## src/rtl/float_arith_unit.sv

```systemverilog
// Single-cycle float unit: add, subtract, int-to-float and compare, registered outputs.
// Define FLOAT_ARITH_DEBUG_EN to register the internal observation word on debug.
module float_arith_unit (
  input  logic        clk,
  input  logic        reset,
  input  logic        enable,
  input  logic [1:0]  op,
  input  logic [31:0] a,
  input  logic [31:0] b,
  output logic [31:0] result,
  output logic [1:0]  cmp,
  output logic        valid,
  output logic [31:0] debug
);

  localparam logic [1:0]  OP_CMP = 2'b11;
  localparam logic [31:0] QNAN   = 32'h7FC0_0000;

  function automatic logic [5:0] clz32(input logic [31:0] v);
    logic [5:0] n;
    n = 6'd32;
    for (int i = 0; i < 32; i++) begin
      if (v[i]) n = 6'(31 - i);
    end
    return n;
  endfunction

  logic        w_sa, w_sb;
  logic [7:0]  w_ea, w_eb;
  logic [23:0] w_ma, w_mb;
  logic        w_a_nan, w_b_nan, w_a_inf, w_b_inf, w_a_zero, w_b_zero;

  // Denormals decode with a zero mantissa so they behave as zero everywhere.
  assign w_sa     = a[31];
  assign w_sb     = b[31] ^ op[0];
  assign w_ea     = a[30:23];
  assign w_eb     = b[30:23];
  assign w_a_zero = (w_ea == 8'h00);
  assign w_b_zero = (w_eb == 8'h00);
  assign w_ma     = w_a_zero ? 24'h0 : {1'b1, a[22:0]};
  assign w_mb     = w_b_zero ? 24'h0 : {1'b1, b[22:0]};
  assign w_a_nan  = (w_ea == 8'hFF) && (a[22:0] != 23'h0);
  assign w_b_nan  = (w_eb == 8'hFF) && (b[22:0] != 23'h0);
  assign w_a_inf  = (w_ea == 8'hFF) && (a[22:0] == 23'h0);
  assign w_b_inf  = (w_eb == 8'hFF) && (b[22:0] == 23'h0);

  logic        w_a_big, w_sl, w_ss, w_eff_sub;
  logic [7:0]  w_el, w_es, w_exp_diff;
  logic [23:0] w_ml, w_ms, w_ms_al;
  logic [24:0] w_sum;
  logic [5:0]  w_lz_sub;
  logic [22:0] w_frac_sub;
  logic [8:0]  w_exp_carry;
  logic [31:0] w_addsub_res;

  always_comb begin
    w_a_big     = {w_ea, w_ma} >= {w_eb, w_mb};
    w_el        = w_a_big ? w_ea : w_eb;
    w_es        = w_a_big ? w_eb : w_ea;
    w_ml        = w_a_big ? w_ma : w_mb;
    w_ms        = w_a_big ? w_mb : w_ma;
    w_sl        = w_a_big ? w_sa : w_sb;
    w_ss        = w_a_big ? w_sb : w_sa;
    w_exp_diff  = w_el - w_es;
    w_ms_al     = (w_exp_diff >= 8'd25) ? 24'h0 : (w_ms >> w_exp_diff);
    w_eff_sub   = w_sl ^ w_ss;
    w_sum       = w_eff_sub ? ({1'b0, w_ml} - {1'b0, w_ms_al})
                            : ({1'b0, w_ml} + {1'b0, w_ms_al});
    w_lz_sub    = clz32({w_sum[23:0], 8'h00});
    w_frac_sub  = 23'(w_sum[23:0] << w_lz_sub);
    w_exp_carry = {1'b0, w_el} + 9'd1;

    w_addsub_res = 32'h0;
    if (w_a_nan || w_b_nan || (w_a_inf && w_b_inf && (w_sa != w_sb))) begin
      w_addsub_res = QNAN;
    end else if (w_a_inf) begin
      w_addsub_res = {w_sa, 8'hFF, 23'h0};
    end else if (w_b_inf) begin
      w_addsub_res = {w_sb, 8'hFF, 23'h0};
    end else if (w_sum == 25'h0) begin
      w_addsub_res = 32'h0;
    end else if (w_eff_sub) begin
      // Cancellation can push the exponent below the normal range: flush to signed zero.
      if (w_el <= {2'b00, w_lz_sub}) begin
        w_addsub_res = {w_sl, 31'h0};
      end else begin
        w_addsub_res = {w_sl, w_el - {2'b00, w_lz_sub}, w_frac_sub};
      end
    end else if (w_sum[24]) begin
      if (w_exp_carry >= 9'd255) begin
        w_addsub_res = {w_sl, 8'hFF, 23'h0};
      end else begin
        w_addsub_res = {w_sl, w_exp_carry[7:0], w_sum[23:1]};
      end
    end else begin
      w_addsub_res = {w_sl, w_el, w_sum[22:0]};
    end
  end

  logic [31:0] w_i_mag;
  logic [5:0]  w_lz_i;
  logic [22:0] w_i_frac;
  logic [7:0]  w_i_exp;
  logic [31:0] w_i2f_res;

  // Negating 0x80000000 wraps to itself, which is exactly the magnitude 2^31.
  assign w_i_mag   = a[31] ? (~a + 32'd1) : a;
  assign w_lz_i    = clz32(w_i_mag);
  assign w_i_frac  = 23'((w_i_mag << w_lz_i) >> 8);
  assign w_i_exp   = 8'd158 - {2'b00, w_lz_i};
  assign w_i2f_res = (a == 32'h0) ? 32'h0 : {a[31], w_i_exp, w_i_frac};

  logic        w_ca_s, w_cb_s;
  logic [30:0] w_ca_mag, w_cb_mag;
  logic [1:0]  w_cmp_code;

  always_comb begin
    w_ca_s     = a[31] & ~w_a_zero;
    w_cb_s     = b[31] & ~w_b_zero;
    w_ca_mag   = w_a_zero ? 31'h0 : a[30:0];
    w_cb_mag   = w_b_zero ? 31'h0 : b[30:0];
    w_cmp_code = 2'b00;
    if (w_a_nan || w_b_nan) begin
      w_cmp_code = 2'b10;
    end else if (w_ca_s != w_cb_s) begin
      w_cmp_code = w_cb_s ? 2'b01 : 2'b11;
    end else if (w_ca_mag != w_cb_mag) begin
      w_cmp_code = ((w_ca_mag > w_cb_mag) ^ w_ca_s) ? 2'b01 : 2'b11;
    end
  end

  logic [31:0] r_result;
  logic [1:0]  r_cmp;
  logic        r_valid;

  always_ff @(posedge clk) begin
    if (reset) begin
      r_result <= 32'h0;
      r_cmp    <= 2'b00;
      r_valid  <= 1'b0;
    end else begin
      r_valid <= enable;
      if (enable) begin
        if (op == OP_CMP) begin
          r_cmp <= w_cmp_code;
        end else begin
          r_result <= op[1] ? w_i2f_res : w_addsub_res;
        end
      end
    end
  end

  assign result = r_result;
  assign cmp    = r_cmp;
  assign valid  = r_valid;

`ifdef FLOAT_ARITH_DEBUG_EN
  logic [31:0] r_debug;
  logic [7:0]  w_dbg_exp, w_dbg_diff, w_dbg_shift;

  always_comb begin
    w_dbg_exp   = w_el;
    w_dbg_diff  = w_exp_diff;
    w_dbg_shift = w_eff_sub ? {2'b00, w_lz_sub} : 8'h00;
    if (op == 2'b10) begin
      w_dbg_exp   = w_i_exp;
      w_dbg_diff  = 8'h00;
      w_dbg_shift = {2'b00, w_lz_i};
    end
  end

  always_ff @(posedge clk) begin
    if (reset) begin
      r_debug <= 32'h0;
    end else if (enable) begin
      r_debug <= {op, 6'b000000, w_dbg_exp, w_dbg_diff, w_dbg_shift};
    end
  end

  assign debug = r_debug;
`else
  assign debug = 32'h0;
`endif

endmodule

```

## config.mk

```make
export PLATFORM = sky130hd
export DESIGN_NAME = float_arith_unit
export DESIGN_NICKNAME = d
export VERILOG_FILES = /design/src/rtl/float_arith_unit.sv
export SDC_FILE = /design/constraint.sdc
export NUM_CORES = 1
export LEC_CHECK = 0
export BUFFER_PORTS_ARGS = -buffer_cell sky130_fd_sc_hd__buf_4
export CAP_MARGIN = 5
export CORE_MARGIN = 5
export CORE_UTILIZATION = 45
export CTS_BUF_LIST = sky130_fd_sc_hd__clkbuf_16
export CTS_CLUSTER_DIAMETER = 40
export DETAILED_ROUTE_END_ITERATION = 7
export PLACE_DENSITY_LB_ADDON = 0.2
export SYNTH_ARGS = -nofsm -noshare
export SYNTH_HDL_FRONTEND = slang
export SYNTH_SLANG_ARGS = --single-unit
```

## constraint.sdc

```tcl
create_clock -name clk -period 16.39 [get_ports clk]
set_clock_uncertainty 0.05 [all_clocks]
set_input_delay 4.0975 -clock clk [delete_from_list [all_inputs] [get_ports clk]]
set_output_delay 4.0975 -clock clk [all_outputs]
set_load 0.05 [all_outputs]
```

==> impl_metrics.ini, run 1 <==
[status]
status = complete, no violations

[clock_tree]
cts_tree = yes
clk_latency_ns = 0.28
htreeDepth = 2
clockBufferDepth = 2
cts_sinks = 35
cts_root_buf = clkbuf_16
clkTransAtPathRegs_ns = 0.06
cts_buffers = 5

[pwr]
power_density_nw_per_um2 = 171.8
vdd_drop_max_uv = 154.8
power_leakage_uw = 0.006925

[hold_path]
worstHoldPathType = flop to flop
worstHoldStart = cmp[0]
hold_path_end = cmp[0]
min_path_cells = 2

[route]
vias = 18338
top_layer = met4
routed_wl_um = 68740
detail-route-antenna-nets = 0
viasPerCell = 6.710
wl_per_cell_um = 25.15
drtPass1Iterations = 6
met3_length_um = 5703
wl_met1_um = 28130
met2_wirelength_um = 30770
initialDrtViolationCount = 2138
drc_errors = 0

[layout]
drive_above_1_share_pct = 16.94
mostFrequentLayoutCell = nand2_1
final_cell_mix = 273 x nand2_1, 203 x nor2_1, 196 x buf_4, 144 x a21oi_1, 135 x o21ai_0
layout.nets = 2431
num_antenna_cells = 0
area_delta_synth_final_pct = 10.35

[critical_path]
cp_max_fo = 30
start_kind = input pin
arrival_ns = 15.91
crit_slowest_cell = or4_4
r2r_start = result[22]
path_class = input pin to flop
r2r_slack_ns = 14.91
worst_setup_path_end_kind = flop
crit_required_ns = 16.49
worst_path_largest_cell_delay_ns = 0.60
reg2regPathDepth = 6
timing.rr.end = result[22]

[placed_design]
routabilityCongestion = 1.016
pre_cts_ws_ns = -0.2023
place_hpwl_um = 55330
io_buffer_count = 103

[die]
die_w_um = 193.3
row_count = 67
die-area_um2 = 37370
coreArea_um2 = 33360
initial_core_util_pct = 45.32
dieHeight_um = 193.3
pin_count = 136

[global_route]
grt_pass1_wl_um = 103400
antenna_found_initial = 0
grt.overflow.total = 0
grt_max_degree = 53
grt_use_total_pct = 34.05
grt_pass1_vias = 16958

[sta]
hold_viol_final = 0
layout_setup_ws_ns = 0.5797
fmax_ghz = 0.06325
drv_slew = 0
finalCriticalPeriod_ns = 15.81
holdWs_ns = 0.4276
tightest_slew_ns = 0.9577
period_share_pct = 96.46
max_slew_margin_pct = 35.72
setup_viol = 0

[yosys]
synth_edf_count = 0
ys.warnings.count = 0
synthCells = 2244
synth.avg_cell_area_um2 = 6.739
ys_seq_area_share_pct = 4.633
netlist_area_um2 = 15120
async_reset_ff_share_pct = 0
synth_ff_type = dfxtp_1
synth-seq-cells = 35
yosysUniqueCellTypes = 115

[run]
cap_violations = 0
layout make-up:
cell class | instances | area, um^2
tap | 448 | 560.5
fill | 3521 | 16680
clock buffer | 5 | 125.1
timing repair buffer | 198 | 1503
clock inverter | 3 | 38.79
sequential | 35 | 700.7
multi-input combinational | 1966 | 13450
inverter | 78 | 306.5
report_power, final:
group | internal [uW] | leakage (uW) | switching (uW)
clock network | 70.9 | 0.0000812 | 35.9
registers | 101 | 0.000289 | 10.7
logic | 963 | 0.00655 | 1690
synthesized netlist by cell type, types with 25 or more instances:
cell | count | area share (%)
buf_4 | 38 | 1.9
clkbuf_1 | 93 | 2.3
nand3_1 | 70 | 2.3
inv_1 | 73 | 1.8
xor2_1 | 42 | 2.4
nor2_1 | 207 | 5.1
nor2b_1 | 25 | 1.0
nor3_1 | 58 | 1.9
mux2i_1 | 117 | 7.7
mux2_2 | 51 | 3.8
xnor2_1 | 39 | 2.3
nand2_1 | 273 | 6.8
a21oi_1 | 147 | 4.9
nand2b_1 | 26 | 1.1
ha_1 | 76 | 6.3
and2_1 | 32 | 1.3
nand4_1 | 28 | 1.2
a31oi_1 | 27 | 1.1
dfxtp_1 | 35 | 4.6
o22ai_1 | 25 | 1.0
a211oi_1 | 32 | 1.6
o211ai_1 | 35 | 1.7
o31ai_1 | 25 | 1.2
o21ai_0 | 136 | 4.5
buf_2 | 38 | 1.3
per-layer routing:
layer / global-route usage, % / up-vias
met2: 55.08 / 1067
met3: 4.418 / 213
met4: 16.50 / 0
met5: 0 / -
li1: - / 8443
met1: 44.87 / 8615
sequential cells by signal, summed over array words and instances, names as in the netlist:
register,count
cmp,2
result,32
valid,1
worst max-delay path by stage:
stage	startpoint	endpoint	slack [ns]	depth (start not counted)
global route	a[23]	result[12]	-0.04	55
CTS	a[23]	result[8]	0.06	56
global placement	a[23]	result[8]	-0.09	55
finish	a[23]	result[12]	0.58	57
detailed placement	a[23]	result[8]	-0.20	55
floorplan	a[26]	result[8]	0.002	61
worst max-delay path, delay by kind of cell:
kind | cells | cell delay (ns)
adder cells (fa/ha/maj) | 6 | 1.74
multiplexers | 3 | 0.78
buffers and inverters | 7 | 1.08
AO/OA/AOI/OAI | 23 | 4.83
XOR/XNOR | 1 | 0.19
AND/OR/NAND/NOR | 17 | 3.16
cells by family after synthesis:
logic type	count (synthesis)	share of synthesized area [%]
AO/OA/AOI/OAI	733	34.02
XOR/XNOR	83	5.055
multiplexers	179	13.11
buffers and inverters	274	8.415
AND/OR/NAND/NOR	861	28.19
other	1	0.02480
flip-flops	35	4.633
adder cells (fa/ha/maj)	78	6.553
per-stage QoR:
step	TNS, ns	util [%]	power [uW]	cell area (um^2)	cells
2_1_floorplan	0	-	1861	15260	2275
3_3_place_gp	-0.09030	48.86	2613	16300	2718
3_5_place_dp	-0.4413	48.86	2613	16300	2718
4_1_cts	0	49.35	2730	16470	2726
5_1_grt	-0.07392	50.02	3019	16690	2733
6_report	0	50.02	2867	16690	2733
timing repair:
action / 4_1_cts / 5_1_grt
hold buffers: 0 / 0
endpoints found under the setup margin: 0 / 31
resized for setup: 0 / 36
buffers inserted: 0 / 7
Note: power is estimated with default switching activity, not from simulation.
==> inputs of run 2 (changes only) <==
--- a/config.mk
+++ b/config.mk
@@ -8,11 +8,11 @@
 export BUFFER_PORTS_ARGS = -buffer_cell sky130_fd_sc_hd__buf_4
 export CAP_MARGIN = 5
 export CORE_MARGIN = 5
-export CORE_UTILIZATION = 45
+export CORE_UTILIZATION = 57
 export CTS_BUF_LIST = sky130_fd_sc_hd__clkbuf_16
 export CTS_CLUSTER_DIAMETER = 40
 export DETAILED_ROUTE_END_ITERATION = 7
-export PLACE_DENSITY_LB_ADDON = 0.2
+export PLACE_DENSITY = 0.8
 export SYNTH_ARGS = -nofsm -noshare
 export SYNTH_HDL_FRONTEND = slang
 export SYNTH_SLANG_ARGS = --single-unit
==> run 2 against run 1 <==
  * The flow now finishes with violations (design-rule violations)
  * Clock-buffer cell count stayed put
  * Core utilization up 13 points
  * Fmax down 0.26%
  * Sequential share of layout area is 0.054 points higher
  * Highest routed layer unchanged
==> impl_metrics.ini, run 2 (synthesis gave the netlist of run 1 again) <==
[die]
initial_core_util_pct = 58.03
die-area_um2 = 29890
die_w_um = 172.9
row_count = 59
coreArea_um2 = 26060
dieHeight_um = 172.9
pin_count = 136

[pwr]
power_uw = 2859
power_leakage_uw = 0.006862
p_clk_share_pct = 4.0
swShare_pct = 60.49
p_sw_uw = 1730
seq_power_share_pct = 3.9
power_density_nw_per_um2 = 173.5
vdd_drop_max_uv = 190.0
comb_power_share_pct = 92.1
p_int_uw = 1130

[layout]
fill_cells = 2459
area_delta_synth_final_pct = 8.961
layout.nets = 2417
drive_above_1_share_pct = 16.73
largest_reg_flops = 32
ff_latch_area_um2 = 700.7
final_cell_mix = 272 x nand2_1, 201 x nor2_1, 184 x buf_4, 142 x a21oi_1, 134 x o21ai_0
multi_input_area_um2 = 13510
post_layout_nonfiller_instances = 2606
num_antenna_cells = 0
mostFrequentLayoutCell = nand2_1

[critical_path]
crit_required_ns = 16.53
start_kind = input pin
path_class = input pin to flop
crit_slowest_cell = or4_4
worst_setup_path_end_kind = flop
worst_path_largest_cell_delay_ns = 0.57
cp-startpoint = a[23]
r2r_start = result[22]
arrival_ns = 15.99
cp_max_fo = 32

[clock_tree]
htreeDepth = 2
cts_buffers = 5
cts_tree = yes
clkTransAtPathRegs_ns = 0.06
cts_sinks = 35
clk_latency_ns = 0.29
clockBufferDepth = 2
cts_root_buf = clkbuf_16

[route]
drtPass1Iterations = 8
routed_wl_um = 64840
initialDrtViolationCount = 2843
viasPerCell = 7.165
vias = 18672
detail-route-antenna-nets = 0
drc_errors = 1
wl_per_cell_um = 24.88

[sta]
drv_slew = 0
layout_setup_ws_ns = 0.5383
hold_viol_final = 0
tightest_slew_ns = 1.113
setup_viol = 0
finalCriticalPeriod_ns = 15.85
holdWs_ns = 0.4245
period_share_pct = 96.72
fmax_ghz = 0.06308
max_slew_margin_pct = 25.82

[global_route]
grt_use_total_pct = 40.09
antenna_found_initial = 0
grt_pass1_vias = 17496
grt_max_degree = 53
grt.overflow.total = 0
grt_pass1_wl_um = 99290

[placed_design]
pre_cts_ws_ns = -0.1421
place_hpwl_um = 51560
dp.cells = 2594
io_buffer_count = 103
routabilityCongestion = 1.063

[status]
violations = design-rule violations
status = finished with violations

[hold_path]
worstHoldPathType = flop to flop
worstHoldStart = cmp[0]

[run]
cap_violations = 0
==> run 2: metrics by stage <==
| stage | instance area [um^2] | TNS (ns) | utilization, % |
|---|---|---|---|
| after floorplan | 15260 | 0 | - |
| after global placement | 16070 | -0.005203 | 61.65 |
| after detailed placement | 16070 | -0.3973 | 61.65 |
| after CTS | 16240 | 0 | 62.31 |
| after global routing | 16480 | -0.4109 | 63.23 |
| final | 16480 | 0 | 63.23 |
==> run 2: worst paths after layout <==
check | end | slack (ns) | cells past startpoint
setup reg to reg | result[22] | 14.92 | 6
setup / recovery | result[15] | 0.54 | 57
hold / removal | cmp[0] | 0.42 | 2
hold reg to reg | cmp[0] | 0.42 | 2
==> run 2: cell type report <==
cell class	count	area share (%)
well taps	335	2.544
inverters	78	1.807
repair buffers	184	8.383
flip-flops and latches	35	4.252
multi-input cells	1966	81.97
clock inverters	3	0.2886
clock buffers	5	0.7594
==> run 2: layer usage <==
metal | GRT usage (%) | wire (um) | up-vias | share of wire [%]
li1 | - | - | 8416 | -
met1 | 51.29 | 24890 | 8624 | 38
met5 | 0 | 0 | - | 0
met4 | 24.11 | 4937 | 0 | 7.6
met3 | 6.463 | 6866 | 303 | 11
met2 | 63.37 | 28150 | 1329 | 43
==> run 2: repair_timing <==
item / in CTS / in global routing
resized for setup: 0 / 44
endpoints found under the setup margin: 0 / 30
hold buffers: 0 / 0
setup buffers: 0 / 4
==> run 2: power by group through the flow <==
stage	Clock, uW	Sequential, uW	Combinational [uW]
finish	113	112	2630
global route	117	114	2760
CTS	113	112	2440
detailed placement	0	114	2430
global placement	0	113	2410
floorplan	0	165	1700
==> run 2: worst max-delay path: cells and delay by family <==
family,cells,cell delay [ns]
buf+inv,9,1.23
mux,3,0.97
compound gates,22,4.66
simple gates,16,3.08
xor+xnor,1,0.26
fa+ha+maj,6,1.64
